--- src/rtl/instr_defs_pkg.sv ---
// instr_defs_pkg: shared MIPS opcode/funct codes, decoded ID encoding and decoded-record type
package instr_defs_pkg;
    localparam logic [5:0] OP_SPECIAL = 6'h00;
    localparam logic [5:0] OP_ORI     = 6'h0D;
    localparam logic [5:0] OP_LW      = 6'h23;
    localparam logic [5:0] OP_SW      = 6'h2B;
    localparam logic [5:0] OP_BEQ     = 6'h04;
    localparam logic [5:0] OP_LUI     = 6'h0F;
    localparam logic [5:0] OP_JAL     = 6'h03;
    localparam logic [5:0] FN_ADD     = 6'h20;
    localparam logic [5:0] FN_SUB     = 6'h22;
    localparam logic [5:0] FN_JR      = 6'h08;

    localparam logic [31:0] PC_RESET_DEFAULT = 32'h0000_3000;

    typedef enum logic [3:0] {
        ID_NOP     = 4'd0,
        ID_ADD     = 4'd1,
        ID_SUB     = 4'd2,
        ID_ORI     = 4'd3,
        ID_LW      = 4'd4,
        ID_SW      = 4'd5,
        ID_BEQ     = 4'd6,
        ID_LUI     = 4'd7,
        ID_JAL     = 4'd8,
        ID_JR      = 4'd9,
        ID_ILLEGAL = 4'd15
    } instr_id_t;

    typedef struct packed {
        instr_id_t   id;
        logic [4:0]  rs;
        logic [4:0]  rt;
        logic [4:0]  rd;
        logic [31:0] imm;
        logic [31:0] pc;
        logic [31:0] target;
    } instr_rec_t;
endpackage

--- src/rtl/instr_field_decode.sv ---
// instr_field_decode: combinational decode of one instruction word into a record
//   word : 32-bit machine-code word
//   pc   : address this word is tagged with
//   rec  : id, raw register fields, extended immediate, pc, branch/jump target
module instr_field_decode
    import instr_defs_pkg::*;
(
    input  logic [31:0] word,
    input  logic [31:0] pc,
    output instr_rec_t  rec
);
    logic [5:0]  op;
    logic [5:0]  funct;
    logic [15:0] imm16;
    logic [31:0] sext;
    logic [31:0] pc4;
    instr_id_t   id;

    assign op    = word[31:26];
    assign funct = word[5:0];
    assign imm16 = word[15:0];
    assign sext  = {{16{imm16[15]}}, imm16};
    assign pc4   = pc + 32'd4;

    // Only the all-zero word is NOP; any other op-0 word must match a known funct.
    assign id = (word == 32'h0)                           ? ID_NOP :
                (op == OP_SPECIAL && funct == FN_ADD)     ? ID_ADD :
                (op == OP_SPECIAL && funct == FN_SUB)     ? ID_SUB :
                (op == OP_SPECIAL && funct == FN_JR)      ? ID_JR  :
                (op == OP_ORI)                            ? ID_ORI :
                (op == OP_LW)                             ? ID_LW  :
                (op == OP_SW)                             ? ID_SW  :
                (op == OP_BEQ)                            ? ID_BEQ :
                (op == OP_LUI)                            ? ID_LUI :
                (op == OP_JAL)                            ? ID_JAL : ID_ILLEGAL;

    always_comb begin
        rec        = '0;
        rec.id     = id;
        rec.rs     = word[25:21];
        rec.rt     = word[20:16];
        rec.rd     = word[15:11];
        rec.pc     = pc;
        rec.imm    = (id == ID_ORI)                                   ? {16'h0, imm16} :
                     (id == ID_LW || id == ID_SW || id == ID_BEQ)     ? sext :
                     (id == ID_LUI)                                   ? {imm16, 16'h0} : 32'h0;
        rec.target = (id == ID_BEQ) ? pc4 + {sext[29:0], 2'b00} :
                     (id == ID_JAL) ? {pc4[31:28], word[25:0], 2'b00} : 32'h0;
    end
endmodule

--- src/rtl/instr_disassemble.sv ---
// instr_disassemble: streaming MIPS decoder with running PC, registered output record and counters
//   clk, reset_n            : clock, async active-low reset
//   in_valid/in_ready/in_word : input word handshake
//   pc_load/pc_value        : overwrite running PC (low two bits forced to 0)
//   out_valid/out_ready     : output record handshake
//   out_id..out_illegal     : decoded record fields
//   word_cnt/illegal_cnt    : saturating accepted-word and illegal-word counters
module instr_disassemble
    import instr_defs_pkg::*;
#(
    parameter logic [31:0] PC_RESET = PC_RESET_DEFAULT,
    parameter int          CNT_W    = 16
) (
    input  logic             clk,
    input  logic             reset_n,
    input  logic             in_valid,
    output logic             in_ready,
    input  logic [31:0]      in_word,
    input  logic             pc_load,
    input  logic [31:0]      pc_value,
    output logic             out_valid,
    input  logic             out_ready,
    output logic [3:0]       out_id,
    output logic [4:0]       out_rs,
    output logic [4:0]       out_rt,
    output logic [4:0]       out_rd,
    output logic [31:0]      out_imm,
    output logic [31:0]      out_pc,
    output logic [31:0]      out_target,
    output logic             out_illegal,
    output logic [CNT_W-1:0] word_cnt,
    output logic [CNT_W-1:0] illegal_cnt
);
    logic [31:0] pc;
    logic [31:0] tag_pc;
    logic        accept;
    instr_rec_t  dec;
    instr_rec_t  rec;

    assign in_ready = !out_valid || out_ready;
    assign accept   = in_valid && in_ready;
    // A load in the accept cycle takes effect for the word being accepted.
    assign tag_pc   = pc_load ? {pc_value[31:2], 2'b00} : pc;

    instr_field_decode u_dec (
        .word (in_word),
        .pc   (tag_pc),
        .rec  (dec)
    );

    always_ff @(posedge clk or negedge reset_n) begin
        if (!reset_n) begin
            out_valid   <= 1'b0;
            rec         <= '0;
            pc          <= PC_RESET;
            word_cnt    <= '0;
            illegal_cnt <= '0;
        end else if (accept) begin
            out_valid   <= 1'b1;
            rec         <= dec;
            pc          <= tag_pc + 32'd4;
            word_cnt    <= word_cnt + {{(CNT_W-1){1'b0}}, ~&word_cnt};
            illegal_cnt <= illegal_cnt + {{(CNT_W-1){1'b0}}, (dec.id == ID_ILLEGAL) && ~&illegal_cnt};
        end else begin
            if (pc_load) pc <= tag_pc;
            if (out_ready) out_valid <= 1'b0;
        end
    end

    assign out_id      = rec.id;
    assign out_rs      = rec.rs;
    assign out_rt      = rec.rt;
    assign out_rd      = rec.rd;
    assign out_imm     = rec.imm;
    assign out_pc      = rec.pc;
    assign out_target  = rec.target;
    assign out_illegal = rec.id == ID_ILLEGAL;
endmodule

--- config.mk ---
export PLATFORM = sky130hd
export DESIGN_NAME = instr_disassemble
export DESIGN_NICKNAME = d
export VERILOG_FILES = /design/src/rtl/instr_defs_pkg.sv /design/src/rtl/instr_field_decode.sv /design/src/rtl/instr_disassemble.sv
export SDC_FILE = /design/constraint.sdc
export NUM_CORES = 1
export LEC_CHECK = 0
export ABC_AREA = 0
export CORE_ASPECT_RATIO = 0.75
export CORE_MARGIN = 4
export CORE_UTILIZATION = 53
export DETAILED_ROUTE_END_ITERATION = 16
export MAX_ROUTING_LAYER = met4
export PLACE_DENSITY = 0.9
export SYNTH_ARGS = -nofsm -noshare
export SYNTH_HDL_FRONTEND = slang
export SYNTH_HIERARCHICAL = 1
export SYNTH_SLANG_ARGS = --single-unit
--- constraint.sdc ---
create_clock -name clk -period 4.6 [get_ports clk]
set_input_delay 0.69 -clock clk [delete_from_list [all_inputs] [get_ports clk]]
set_output_delay 0.69 -clock clk [all_outputs]
set_load 0.005 [all_outputs]
Word-level counts from Yosys, hierarchy flattened
Index checks and enable logic that the tools add are counted.
{ "totals": {"in_bits": 69, "output_inout_bits": 150, "register_bits": 180, "wordCells": 69} }
{ "op_classes": {"muxes": 20, "add_sub_neg": 4, "eq_ne": 17, "n_reduce_logical": 17} }
{ "op_table": {"columns": ["operator", "count"], "rows": [
  ["32-bit 2-to-1 mux", 8],
  ["4-bit 2-to-1 mux", 9],
  ["16-bit by 1-bit adder with 16-bit output", 2],
  ["32-bit by 3-bit adder with 32-bit output (second input constant)", 1],
  ["32-bit adder", 1],
  ["32-bit logical NOT", 1],
  ["16-bit AND reduction", 2],
  ["6-bit == test (second input constant)", 4],
  ["6-bit by 4-bit == test with 1-bit output (second input constant)", 3],
  ["4-bit by 3-bit == test with 1-bit output (second input constant)", 4],
  ["4-bit == test (second input constant)", 3],
  ["6-bit by 2-bit == test with 1-bit output (second input constant)", 1],
  ["6-bit by 3-bit == test with 1-bit output (second input constant)", 1],
  ["6-bit logical NOT", 1],
  ["1-bit logical AND", 5],
  ["4-bit by 2-bit == test with 1-bit output (second input constant)", 1],
  ["2-bit nonzero test", 2],
  ["1-bit logical NOT", 3],
  ["1-bit logical OR", 3],
  ["3-bit 2-to-1 mux", 1],
  ["1-bit 2-to-1 mux", 2]
]} }

Logic depth before layout (Yosys ltp)
{ "depth": {"word_depth": 16, "ltp_mapped": 22, "ltp_nobuf": 18} }

Cells and area by module
Netlist, hierarchy kept.
{ "by_module_without_submodules": {"columns": ["mod", "n_inst", "seq_area_each_um2", "cells_per_inst", "area_each_um2"], "rows": [
  ["instr_disassemble", 1, 4506.8, 883, 8230.4],
  ["instr_field_decode", 1, 0.0, 533, 3435.8]
]} }

Worst setup path after synthesis
No wires, ideal clock.
{ "synth_path": {"path_kind": "input to register", "startpoint": "in pc_load", "endpoint": "reg rec, in the netlist out_target[29]", "n_path_buf": 5, "required_ps": 4483, "path_stages": 21, "setup_slack_ps": -58, "arrival_ps": 4541, "cell_sequence": "buf_4 buf_4 buf_2 buf_2 mux2_2 nand3_2 or2_2 nor3_1 nand2_1 xnor2_1 ha_1 clkbuf_1 a21oi_1 o21ai_0 a2111oi_0 o21ai_0 a211o_1 nand3_1 o21ai_0 nand2_1 nand2_1"} }
{ "synth_lines": {"columns": ["item", "line_no", "rtl"], "rows": [
  ["start, declared", "instr_disassemble.sv:19", "input logic pc_load,"],
  ["end signal, assigned", "instr_disassemble.sv:54", "rec <= '0;"],
  ["end signal, assigned", "instr_disassemble.sv:60", "rec <= dec;"],
  ["end, declared", "instr_disassemble.sv:38", "instr_rec_t rec;"]
]} }

==> flow_summary.toml <==
[timing]
slew_violations = 0
post-route-period-util_pct = 94.5
finalCriticalPeriod_ps = 4350
worst_pin_slew_ps = 1040
fmax_ghz = 0.230
rsz0062_at_grt = "false"
slew_headroom_pct = 31.0
finalSetupViolations = 0
hold_violations = 0
skew_ps = 9.45

[cells_and_area]
area_growth_pct = 28.3
post-route-util_pct = 69.9
nets = 1748
fin_area_sq_mm = 0.0150
n_antenna_cell = 0
fin_cells = 1943
mostFrequentLayoutCells = "462 x nand2_1, 214 x clkdlybuf4s50_1, 178 x dfrtp_1"
drive_gt1_share_pct = 11.2
final_common_cell = "nand2_1"

[floorplanning]
row_count = 46
die-area_sq_mm = 0.0245
ios = 219
start_util_pct = 54.5
die_h_microns = 136
die_x_microns = 179
core_area_sq_mm = 0.0214

[clock_tree]
htree_levels = 4
clock_sinks = 180
holdBufCountCts = 0
clkTransAtPathRegs_ps = 70
worstSkewPairLatency_ps = 430
numCtsBuffers = 17
cts_max_path_buffers = 2
post_cts_buffers = 0
clockRootBuffer = "clkbuf_16"
cts_tree = "built"
ctsResizeCount = 0

[setup_path]
cp-end-kind = "flip-flop"
path_cells = "clkdlybuf4s50_1 > mux2_2 > ha_1 > and3_1 > nand4_1 > nor3_2 > nand2_1 > xnor2_1 > ha_1 > a21oi_1 > o21ai_0 > a2111oi_0 > buf_4 > o21ai_0 > a211o_1 > nand3_1 > o21ai_0 > nand2_1 > nand2_1"
worstRegToRegCells = 18
critical_path_class = "input pin to flip-flop"
cp.arrival_ps = 4670
cp_top_family = "compound AO/OA/AOI/OAI gates"
worst-path-max-fanout = 5
start_kind = "input pin"
slowest_stage = "clkdlybuf4s50_1"
cp.required_ps = 4920
path_buf_inv = 2
cp_num_cells = 19
cp_slowest_stage_delay_ps = 480

[yosys]
ys_seq_area_share_pct = 38.6
avgSynthCellArea_sq_um = 8.24
ys.flop_type = "dfrtp_1"
yosys.area_share.xor_xnor_pct = 7.10
synth_compound_area_share_pct = 11.5
synthAdderAreaFrac_pct = 4.03
syn_inst = 1416
synth_top_family_by_area = "simple AND/OR/NAND/NOR gates"
yosysUniqueCellTypes = 83
synth-warning-count = 6
synthMuxAreaShare_pct = 3.44
syn_nets = 1522
synthesis.area_sq_mm = 0.0117
async_reset_ff_share_pct = 100
synth_edf_count = 0
ys_seq_elements = 180
synth_simple_gate_area_share_pct = 28.9

[power]
clkPwrFrac_pct = 30.7
swShare_pct = 32.8
p_total_mw = 4.91
switching_power_mw = 1.61
p_int_mw = 3.30
p_per_area_mw_per_mm2 = 328
ir_drop_mv = 0.267
p_leak_nw = 7.10
comb_power_share_pct = 30.9
power.share.sequential_pct = 38.4

[route]
drc = 0
routedWlPerCell_microns = 18.9
first_pass_iters = 6
first_iter_violations = 1284
drt-total-wl_microns = 36800
ant_nets = 0
viasPerCell = 5.79
route.vias.total = 11300

[global_routing]
grt_pass1_vias = 11000
gr-total-overflow = 0
antenna_found_initial = 0
grt_start_max_net_pins = 110
grt_usage_pct = 30.7
grt_pass1_wl_microns = 57300

[place]
place_congestion = 0.948
dpl_cell_area_sq_mm = 0.0144
dp.cells = 1911
hpwl_microns = 27300
portBuffers = 216

[outcome]
status = "finished clean"

[flow_run]
maxCapViolations = 0

[hold_path]
holdCritPathClass = "input pin to async pin"
per-layer routing:
layer  wire, microns  track usage (%)
met5               0                -
met4             974             8.46
met3            3120             5.98
met2           16400             45.7
met1           16200             43.1
cell families (layout without fill, tap and decap cells):
| logic type | count (synthesis) | after routing |
|---|---|---|
| compound gates | 199 | 199 |
| xor+xnor | 93 | 93 |
| fa+ha+maj | 37 | 37 |
| buf+inv | 140 | 379 |
| flops | 180 | 180 |
| mux | 37 | 37 |
| simple gates | 730 | 730 |
worst reg2reg max path, stage by stage (launching register included):
cell,delay [ps]
dfrtp_1,370
mux2_2,180
ha_1,180
and3_1,220
nand4_1,300
nor3_2,310
nand2_1,110
xnor2_1,240
ha_1,290
a21oi_1,210
o21ai_0,150
a2111oi_0,450
buf_4,190
o21ai_0,80
a211o_1,290
nand3_1,80
o21ai_0,80
nand2_1,60
nand2_1,50
per-stage QoR:
stage / worst slack (ps) / TNS (ps) / hold slack [ps]
2_1_floorplan: 81.8 / 0 / 394
3_3_place_gp: 31.2 / 0 / 457
3_5_place_dp: -34.4 / -34.4 / 461
4_1_cts: 352 / 0 / 434
5_1_grt: 67.8 / 0 / 452
6_report: 251 / 0 / 356
layout make-up:
class | instances | area [sq um]
fillers | 1601 | 6440
clock buffers | 20 | 447
flip-flops and latches | 180 | 4510
multi-input cells | 1096 | 6440
repair buffers | 314 | 2940
clock inverters | 12 | 145
well taps | 288 | 360
inverters | 33 | 124
final timing paths:
check / from / endpoint / slack, ps
worst max-delay path: pc_value[2] / out_target[29] / 250
worst min-delay path: reset_n / out_imm[4] / 360
worst max register to register: pc[3] / out_target[29] / 640
worst min register to register: out_imm[28] / out_imm[28] / 480
max in group asynchronous: reset_n / pc[13] / 3320
min in group clk: out_imm[28] / out_imm[28] / 480
state kept, by name, indices dropped and copies added, names as in the netlist:
name and flops:
illegal_cnt 16, out_rs 5, out_id 4, out_valid 1, out_rd 5, pc 32, out_rt 5, word_cnt 16
out_imm 32, out_target 32, out_pc 32
power groups by stage:
stage	logic (mW)	registers, mW	clock network (mW)
floorplan	0.792	1.89	0
global placement	1.45	1.90	0
detailed placement	1.49	1.91	0
CTS	1.50	1.88	1.51
global route	1.64	1.91	1.59
finish	1.52	1.88	1.51
synthesized netlist by cell type, types with 6 or more instances:
cell,instances,area (sq um)
nand2_1,463,1740
dfrtp_1,178,4450
a21oi_1,55,275
nand3_1,54,270
xnor2_1,54,473
buf_4,50,375
nor2_1,49,184
o21ai_0,46,230
clkbuf_1,44,165
xor2_1,38,333
ha_1,36,450
inv_1,32,120
nand4_1,30,188
and2_1,23,144
a21o_1,21,158
nor3_1,19,95.1
mux2_2,18,203
and3_1,16,100
mux2i_1,15,150
nor2b_1,12,75.1
o211ai_1,11,82.6
and4_1,8,70.1
or3_1,8,50.1
nor4_1,7,43.8
buf_2,6,30.0
nand3b_1,6,45.0
o21bai_1,6,45.0
(Power assumes the default switching activity.)
